<file path="src/rtl/key_entry_pkg.sv">
// Shared key codes, entry-state encoding and BCD digit width for the keypad entry path.
package key_pkg;

    localparam int unsigned BCD_W = 4;

    localparam logic [3:0] KEY_BKSP = 4'hA;
    localparam logic [3:0] KEY_CLR  = 4'hB;
    localparam logic [3:0] KEY_ENT  = 4'hC;

    typedef enum logic [1:0] {
        EMPTY,
        ENTRY,
        FULL,
        PEND
    } state_e;

    function automatic logic is_digit(input logic [3:0] k);
        return k <= 4'd9;
    endfunction

endpackage

</file>
<file path="src/rtl/key_entry_if.sv">
// Scanner input, display path and committed-value handshake of the key entry stage.
interface key_entry_if #(
    parameter int unsigned DIGITS = 4
) ();
    import key_pkg::*;

    logic [3:0]              key_data;
    logic                    key_flag;
    logic [BCD_W*DIGITS-1:0] disp_val;
    logic [3:0]              disp_len;
    logic [BCD_W*DIGITS-1:0] out_val;
    logic                    out_valid;
    logic                    out_ready;
    logic                    err;

    modport master (
        output key_data, key_flag, out_ready,
        input  disp_val, disp_len, out_val, out_valid, err
    );

    modport slave (
        input  key_data, key_flag, out_ready,
        output disp_val, disp_len, out_val, out_valid, err
    );

endinterface

</file>
<file path="src/rtl/key_entry_tick_1ms.sv">
// Free-running divider producing a one-cycle pulse every CLK_HZ/1000 clocks.
module key_tick_1ms #(
    parameter int unsigned CLK_HZ = 50_000_000
) (
    input  logic clk,
    input  logic rst_n,
    output logic tick
);
    localparam int unsigned DIV = (CLK_HZ / 1000 > 0) ? CLK_HZ / 1000 : 1;
    localparam int unsigned CW  = (DIV > 1) ? $clog2(DIV) : 1;

    logic [CW-1:0] cnt_q;
    logic          tick_q;

    always_ff @(posedge clk or negedge rst_n) begin
        if (!rst_n) begin
            cnt_q  <= '0;
            tick_q <= 1'b0;
        end else if (cnt_q == CW'(DIV - 1)) begin
            cnt_q  <= '0;
            tick_q <= 1'b1;
        end else begin
            cnt_q  <= cnt_q + 1'b1;
            tick_q <= 1'b0;
        end
    end

    assign tick = tick_q;

endmodule

</file>
<file path="src/rtl/key_entry.sv">
// Keypad numeric entry: BCD buffer with backspace/clear/enter and a valid/ready commit port.
// Optional inactivity timeout enabled by defining KEY_ENTRY_TIMEOUT_EN.
module key_entry
    import key_pkg::*;
#(
    parameter int unsigned DIGITS     = 4,
    parameter int unsigned CLK_HZ     = 50_000_000,
    parameter int unsigned TIMEOUT_MS = 5000
) (
    input  logic      clk,
    input  logic      rst_n,
    key_entry_if.slave bus
);
    localparam int unsigned W = BCD_W * DIGITS;

    if (DIGITS < 2 || DIGITS > 8 || CLK_HZ < 1000 || TIMEOUT_MS == 0) begin : g_bad_cfg
        $error("key_entry: unsupported parameter set");
    end

    state_e      state_q, state_d;
    logic [W-1:0] disp_q, disp_d;
    logic [W-1:0] out_q, out_d;
    logic [3:0]   len_q, len_d;
    logic         valid_q, valid_d;
    logic         err_q, err_d;
    logic         flag_q;
    logic         press;
    logic         timeout;

    assign press = bus.key_flag & ~flag_q;

`ifdef KEY_ENTRY_TIMEOUT_EN
    localparam int unsigned TW = $clog2(TIMEOUT_MS + 1);

    logic          tick;
    logic [TW-1:0] idle_q, idle_d;

    key_tick_1ms #(.CLK_HZ(CLK_HZ)) u_tick (
        .clk   (clk),
        .rst_n (rst_n),
        .tick  (tick)
    );

    // Idle count only runs while a partial entry is on display.
    always_comb begin
        idle_d  = idle_q;
        timeout = 1'b0;
        if (press || !(state_q inside {ENTRY, FULL})) begin
            idle_d = '0;
        end else if (tick) begin
            if (idle_q == TW'(TIMEOUT_MS - 1)) begin
                timeout = 1'b1;
                idle_d  = '0;
            end else begin
                idle_d = idle_q + 1'b1;
            end
        end
    end

    always_ff @(posedge clk or negedge rst_n) begin
        if (!rst_n) idle_q <= '0;
        else        idle_q <= idle_d;
    end
`else
    always_comb timeout = 1'b0;
`endif

    always_comb begin
        state_d = state_q;
        disp_d  = disp_q;
        len_d   = len_q;
        out_d   = out_q;
        valid_d = valid_q;
        err_d   = 1'b0;

        if (state_q == PEND) begin
            if (press) err_d = 1'b1;
            if (valid_q && bus.out_ready) begin
                valid_d = 1'b0;
                state_d = EMPTY;
            end
        end else if (press) begin
            if (is_digit(bus.key_data)) begin
                if (state_q == FULL) begin
                    err_d = 1'b1;
                end else begin
                    disp_d  = {disp_q[W-BCD_W-1:0], bus.key_data};
                    len_d   = len_q + 4'd1;
                    state_d = (len_d == 4'(DIGITS)) ? FULL : ENTRY;
                end
            end else if (bus.key_data == KEY_BKSP) begin
                if (len_q != 4'd0) begin
                    disp_d  = {{BCD_W{1'b0}}, disp_q[W-1:BCD_W]};
                    len_d   = len_q - 4'd1;
                    state_d = (len_d == 4'd0) ? EMPTY : ENTRY;
                end
            end else if (bus.key_data == KEY_CLR) begin
                disp_d  = '0;
                len_d   = '0;
                state_d = EMPTY;
            end else if (bus.key_data == KEY_ENT) begin
                if (len_q != 4'd0) begin
                    out_d   = disp_q;
                    valid_d = 1'b1;
                    disp_d  = '0;
                    len_d   = '0;
                    state_d = PEND;
                end else begin
                    err_d = 1'b1;
                end
            end
        end else if (timeout) begin
            disp_d  = '0;
            len_d   = '0;
            state_d = EMPTY;
        end
    end

    always_ff @(posedge clk or negedge rst_n) begin
        if (!rst_n) begin
            state_q <= EMPTY;
            disp_q  <= '0;
            len_q   <= '0;
            out_q   <= '0;
            valid_q <= 1'b0;
            err_q   <= 1'b0;
            flag_q  <= 1'b0;
        end else begin
            state_q <= state_d;
            disp_q  <= disp_d;
            len_q   <= len_d;
            out_q   <= out_d;
            valid_q <= valid_d;
            err_q   <= err_d;
            flag_q  <= bus.key_flag;
        end
    end

    assign bus.disp_val  = disp_q;
    assign bus.disp_len  = len_q;
    assign bus.out_val   = out_q;
    assign bus.out_valid = valid_q;
    assign bus.err       = err_q;

endmodule

</file>
<file path="src/flat_wrapper.sv">
// flat-port wrapper written by rule: the top's interface ports become plain ports
module key_entry_flat import key_pkg::*;
#(
    parameter int unsigned DIGITS     = 4,
    parameter int unsigned CLK_HZ     = 50_000_000,
    parameter int unsigned TIMEOUT_MS = 5000
)
  (clk, rst_n, bus_key_data, bus_key_flag, bus_out_ready, bus_disp_val, bus_disp_len, bus_out_val, bus_out_valid, bus_err);
  key_entry_if #(.DIGITS(DIGITS)) bus_i ();
  input  logic clk;
  input  logic rst_n;
  input wire logic [$bits(bus_i.key_data)-1:0] bus_key_data;
  input wire logic [$bits(bus_i.key_flag)-1:0] bus_key_flag;
  input wire logic [$bits(bus_i.out_ready)-1:0] bus_out_ready;
  output wire logic [$bits(bus_i.disp_val)-1:0] bus_disp_val;
  output wire logic [$bits(bus_i.disp_len)-1:0] bus_disp_len;
  output wire logic [$bits(bus_i.out_val)-1:0] bus_out_val;
  output wire logic [$bits(bus_i.out_valid)-1:0] bus_out_valid;
  output wire logic [$bits(bus_i.err)-1:0] bus_err;
  assign bus_i.key_data = bus_key_data;
  assign bus_i.key_flag = bus_key_flag;
  assign bus_i.out_ready = bus_out_ready;
  assign bus_disp_val = bus_i.disp_val;
  assign bus_disp_len = bus_i.disp_len;
  assign bus_out_val = bus_i.out_val;
  assign bus_out_valid = bus_i.out_valid;
  assign bus_err = bus_i.err;
  key_entry #(.DIGITS(DIGITS), .CLK_HZ(CLK_HZ), .TIMEOUT_MS(TIMEOUT_MS)) u_core (.clk(clk), .rst_n(rst_n), .bus(bus_i));
endmodule
</file>
<file path="config.mk">
export PLATFORM = sky130hd
export DESIGN_NAME = key_entry_flat
export DESIGN_NICKNAME = d
export VERILOG_FILES = /design/src/rtl/key_entry_pkg.sv /design/src/rtl/key_entry_if.sv /design/src/rtl/key_entry_tick_1ms.sv /design/src/rtl/key_entry.sv /design/src/flat_wrapper.sv
export SDC_FILE = /design/constraint.sdc
export NUM_CORES = 1
export LEC_CHECK = 0
export ABC_CLOCK_PERIOD_IN_PS = 2500
export BUFFER_PORTS_ARGS = -buffer_cell sky130_fd_sc_hd__clkbuf_2
export CAP_MARGIN = 20
export CORE_MARGIN = 2
export CORE_UTILIZATION = 31
export DETAILED_ROUTE_END_ITERATION = 8
export GPL_ROUTABILITY_DRIVEN = 1
export SYNTH_ARGS = -nofsm -noshare
export SYNTH_HDL_FRONTEND = slang
export SYNTH_SLANG_ARGS = --single-unit
export TNS_END_PERCENT = 20
</file>
<file path="constraint.sdc">
create_clock -name clk -period 2.5 [get_ports clk]
set_clock_uncertainty 0.05 [all_clocks]
set_input_delay 0.5 -clock clk [delete_from_list [all_inputs] [get_ports clk]]
set_output_delay 0.5 -clock clk [all_outputs]
set_load 0.02 [all_outputs]
</file>
Word level (Yosys, flattened, before mapping)

Index checks and enable logic that the tools add are counted.

Add/subtract/negate cells: 2
Magnitude comparators: 1
Equality and inequality tests: 14
Mux-type cells: 43
Bitwise logic cells: 6
Reductions and logical operators: 14

Operators with widths:

| kind                                                  | number |
|---|---|
| 2-to-1 mux 16 bit                                     | 7 |
| 2-to-1 mux 4 bit                                      | 7 |
| 2-to-1 mux 2 bit                                      | 11 |
| 2-to-1 mux 1 bit                                      | 18 |
| AND reduction 7 bit                                   | 2 |
| == test 4 bit, second input constant                  | 3 |
| AND reduction 6 bit                                   | 2 |
| nonzero test 4 bit                                    | 3 |
| inequality test 2 x 1 -> 1 bit, second input constant | 3 |
| inequality test 3 x 2 -> 1 bit, second input constant | 2 |
| nonzero test 2 bit                                    | 3 |
| inverter 1 bit                                        | 5 |
| nonzero test 5 bit                                    | 1 |
| adder 4 x 1 -> 4 bit, second input constant           | 1 |
| == test 2 bit, second input constant                  | 2 |
| == test 4 x 3 -> 1 bit, second input constant         | 1 |
| <= comparator 4 bit, second input constant            | 1 |
| zero test 4 bit                                       | 1 |
| inequality test 2 bit, second input constant          | 2 |
| inequality test 4 x 2 -> 1 bit, second input constant | 1 |
| subtractor 4 x 1 -> 4 bit, second input constant      | 1 |
| nonzero test 3 bit                                    | 1 |
| bitwise AND 1 bit                                     | 1 |
| logical AND 1 bit                                     | 1 |

Bits in registers: 41
Input bits: 8

Longest topological paths before layout

Depth in word-level cells: 8
Depth in mapped cells: 8
Mapped depth without buffers: 7

Worst setup path before layout

Ideal clock, no wire load.

Path type: reg-to-reg
From: register u_core.len_q[1] (netlist: u_core.bus.disp_len[1])
To: register u_core.len_q[0] (netlist: u_core.bus.disp_len[0])
Setup time: 0.118 ns
Arrival time: 1.889 ns
Required time: 2.332 ns
Slack: 0.443 ns
Cell stages (with the launch flop): 9
Period minus slack after synthesis: 2.057 ns
Path through: dfrtp_1 -> inv_1 -> ha_1 -> or4b_4 -> a21o_1 -> nand3_2 -> buf_6 -> nor3_1 -> a21o_1

Longest elaborated chain between the ends: 3

Ends and longest elaborated chain:

| item                                                                           | RTL line                          | source |
|---|---|---|
| start: declaration                                                             | key_entry.sv:23                   | `logic [3:0] len_q, len_d;` |
| start signal: assignment                                                       | key_entry.sv:131                  | `len_q <= len_d;` |
| nonzero test 4 bit (*)                                                         | key_entry.sv:92, key_entry.sv:102 |  |
| inequality test 3 x 2 -> 1 bit (no line) or nonzero test 3 bit (tied branches) | -                                 |  |
| AND reduction 6 bit (no line) (*)                                              | -                                 |  |

Every way passes the cells marked *; elsewhere a longest branch is shown, timed or not.
A chain may end at the register's enable or synchronous reset.

Final worst setup path

From: register u_core.len_q[1] (netlist: u_core.bus.disp_len[1])
To: register u_core.disp_q[12] (netlist: u_core.bus.disp_val[12])

Longest elaborated chain between the ends: 3

Ends and longest elaborated chain:

| item                                                                           | RTL line                          | source |
|---|---|---|
| nonzero test 4 bit (*)                                                         | key_entry.sv:92, key_entry.sv:102 |  |
| inequality test 3 x 2 -> 1 bit (no line) or nonzero test 3 bit (tied branches) | -                                 |  |
| AND reduction 6 bit (no line) (*)                                              | -                                 |  |
| end signal: assignment                                                         | key_entry.sv:130                  | `disp_q <= disp_d;` |
| end: declaration                                                               | key_entry.sv:21                   | `logic [W-1:0] disp_q, disp_d;` |

Marked as above.

==> results.sh <==
export IMPL_outcome="finished, final reports clean"
export IMPL_rows=29
export IMPL_p_comb_share_pct=37.2
export IMPL_wl_per_cell_um=14.3
export IMPL_seqPwrFrac_pct=41.0
export IMPL_leakage_nw=1.18
export IMPL_drc_errors=0
export IMPL_layout_drive_gt1_share_pct=34.7
export IMPL_htree_levels=2
export IMPL_period_minus_slack_ps=2280
export IMPL_setup_tns_final_ps=0
export IMPL_synth_area_mm2=0.00197
export IMPL_die_h_um=83.8
export IMPL_grt_overflow=0
export IMPL_peakVddDrop_mv=0.452
export IMPL_crit_fanout=20
export IMPL_arrival_ps=2410
export IMPL_pre_cts_ws_ps=226
export IMPL_root_buffer="clkbuf_8"
export IMPL_antenna_cells=0
export IMPL_synth_edf_count=0
export IMPL_cts_tree="yes"
export IMPL_grt_first_pass_wirelength_mm=7.55
export IMPL_cts_inserted_buffers=5
export IMPL_syn_avg_cell_area_um2=10.6
export IMPL_synth_common_cells="41 x dfrtp_1, 29 x nand2_1, 21 x o21ai_0, 16 x mux2_2, 10 x a22oi_1"
export IMPL_grt_pass1_vias=1507
export IMPL_crit_slowest_cell="or4b_4"
export IMPL_p_clk_share_pct=21.8
export IMPL_die_area_mm2=0.00702
export IMPL_initial_core_util_pct=31.6
export IMPL_path_buf_inv=2
export IMPL_ctsHoldBuffers=0
export IMPL_synth_area_leaders="dfrtp_1 52%, mux2_2 9.1%, nand2_1 5.5%"
export IMPL_synth_seq_area_share_pct=52.0
export IMPL_place_congestion=0.835
export IMPL_rsz0062_at_grt="no"
export IMPL_clockBufferDepth=2
export IMPL_clk_latency_ps=300
export IMPL_boundaryPins=46
export IMPL_port_buffers=45
export IMPL_clkTransAtPathRegs_ps=80
export IMPL_reg2reg_slack_ps=220
export IMPL_p_total_mw=2.58
export IMPL_fin_crit_sh_pct=91.3
export IMPL_hold_class="in2async"
export IMPL_drt_total_wl_mm=4.52
export IMPL_yosysMostFrequentCell="dfrtp_1"
export IMPL_path_cells="inv_1, ha_1, or4b_4, a21o_1, nand3_2, buf_4, o21ai_0"
export IMPL_viasPerCell=5.02
export IMPL_syn_to_final_growth_pct=22.9
export IMPL_drtPass1Iterations=4
export IMPL_final_hold_viol_count=0
export IMPL_syn_instance_count=187
export IMPL_cp_start_kind="flop"
export IMPL_finalSetupViolations=0
export IMPL_synth_warnings=0
export IMPL_max_stage_delay_ps=480
export IMPL_cp_data_required_time_ps=2630
export IMPL_antenna_found_initial=0
export IMPL_power_density_mw_per_mm2=1060
export IMPL_crit_type="reg2reg"
export IMPL_multi_input_area_um2=863
export IMPL_dp_hpwl_mm=3.20
export IMPL_tightest_slew_ps=517
export IMPL_cts_post_setup_buffers_inserted=0
export IMPL_synthArstFlopShare_pct=100
export IMPL_r2r_start="u_core.bus.disp_len[1]"
export IMPL_chipWidth_um=83.8
export IMPL_synth_nets=199
export IMPL_synth_top_area_share_pct=52.0
export IMPL_cts_resized_gates=0
export IMPL_cpLargestDelayFamily="simple AND/OR/NAND/NOR gates"
export IMPL_clkSinkCount=41
export IMPL_maxSlewHeadroom_pct=65.6
export IMPL_timing_fmax_ghz=0.438
export IMPL_maxCapViolCount=0
export IMPL_end_kind="flop"
export IMPL_worstReg2RegEnd="u_core.bus.disp_val[12]"
export IMPL_synth_largest_area_cell="dfrtp_1"
export IMPL_drt_iter0_markers=98
export IMPL_final_antenna_net_count=0
export IMPL_p_sw_share_pct=40.1
export IMPL_grt_max_degree=42
export IMPL_ys_seq_elements=41
export IMPL_regArea_mm2=0.00103
export IMPL_ys_flop_type="dfrtp_1"
export IMPL_vias=1586
export IMPL_r2r_cells=7
export IMPL_worst_slack_ps=218
export IMPL_internal_power_mw=1.55
export IMPL_slew_violations=0
export IMPL_switching_power_mw=1.03
export IMPL_core_area_mm2=0.00624
export IMPL_grt_total_usage_pct=13.4
export IMPL_nets=250
export IMPL_synth_cell_types=38
export IMPL_nFillCells=627
[per-stage QoR]
step	cells	utilization [%]	hold slack, ps	area, µm²
final	316	38.9	207	2420
after global placement	308	36.9	436	2300
after detailed placement	308	36.9	443	2300
after global routing	316	38.9	249	2420
after CTS	316	38.9	233	2420
after floorplan	187	-	154	1970
[how the worst max path moves through the flow]
stage | start | to | slack [ps] | cells past startpoint
after global placement | bus_key_data[0] | u_core.bus.disp_val[2] | 300 | 6
after detailed placement | u_core.bus.disp_len[1] | u_core.bus.disp_val[10] | 230 | 7
after CTS | u_core.bus.disp_len[1] | u_core.bus.disp_val[10] | 230 | 7
after floorplan | u_core.bus.disp_len[1] | u_core.bus.disp_len[0] | 440 | 8
after global routing | u_core.bus.disp_len[1] | u_core.bus.disp_val[12] | 40 | 8
final | u_core.bus.disp_len[1] | u_core.bus.disp_val[12] | 220 | 7
[cell families (layout without fill, tap and decap cells)]
family / Yosys count / in the layout / synth area share [%]
XOR/XNOR: 2 / 2 / 0.888
buffers and inverters: 16 / 68 / 4.56
AO/OA/AOI/OAI: 55 / 55 / 17.8
flip-flops: 41 / 41 / 52.0
adder cells (fa/ha/maj): 4 / 4 / 2.54
multiplexers: 16 / 16 / 9.13
AND/OR/NAND/NOR: 53 / 53 / 13.1
[state kept, by name, indices dropped and copies added (netlist names)]
register	cells
u_core.bus.disp_val	16
u_core.bus.err	1
u_core.bus.out_val	16
u_core.flag_q	1
u_core.bus.disp_len	4
u_core.bus.out_valid	1
u_core.state_q	2
[routing by layer]
metal | GRT usage (%) | part of all wire (%) | vias to the layer above | routed length (µm)
met5 | 0 | 0 | - | 0
met1 | 18.7 | 49 | 760 | 2210
met2 | 20.1 | 45 | 41 | 2020
li1 | - | - | 779 | -
met3 | 3.46 | 5.0 | 6 | 226
met4 | 4.84 | 1.5 | 0 | 67
[layout by cell type, fill, tap and decap left out]
cell type and count:
clkbuf_2 45, dfrtp_1 41, nand2_1 29, o21ai_0 20, mux2_2 16, a22oi_1 10, buf_4 10, nor2_1 6
clkbuf_8 6, inv_1 5, nor3_1 5, a21oi_1 5, a21boi_0 4, ha_1 4, nor2b_1 3, o21ai_1 2
nand3_1 2, nand4_1 2, a21o_1 2, o31ai_1 2, xnor2_1 2, a31oi_1 2, nand4_2 1, or4b_4 1
nand3_2 1, nor4bb_2 1, a221oi_1 1, o311a_1 1, nand3b_1 1, o211a_1 1, and2_1 1, a32oi_1 1
o22ai_1 1, o32ai_1 1, a211oi_1 1, o41ai_1 1, bufinv_16 1, clkinvlp_4 1
[worst register-to-register path, delay by kind of cell, from the launching register on]
kind / cells / cell delay (ps)
AO/OA/AOI/OAI: 2 / 320
adder cells (fa/ha/maj): 1 / 210
buffers and inverters: 2 / 400
flip-flops: 1 / 440
AND/OR/NAND/NOR: 2 / 750
[final cells by class]
type	count	share of cell area [%]
clock buffer	6	3.41
clock inverter	2	1.55
inverter	5	0.774
multi-input combinational	130	35.6
sequential	41	42.3
tap	77	3.97
timing repair buffer	55	12.4
[power groups by stage]
stage | sequential [mW] | combinational [mW] | clock (mW)
detailed placement | 1.08 | 0.969 | 0
floorplan | 1.24 | 0.457 | 0
finish | 1.06 | 0.961 | 0.563
global route | 1.10 | 1.06 | 0.602
global placement | 1.07 | 0.956 | 0
CTS | 1.06 | 0.976 | 0.575
Power figures use the tool's default switching activity.
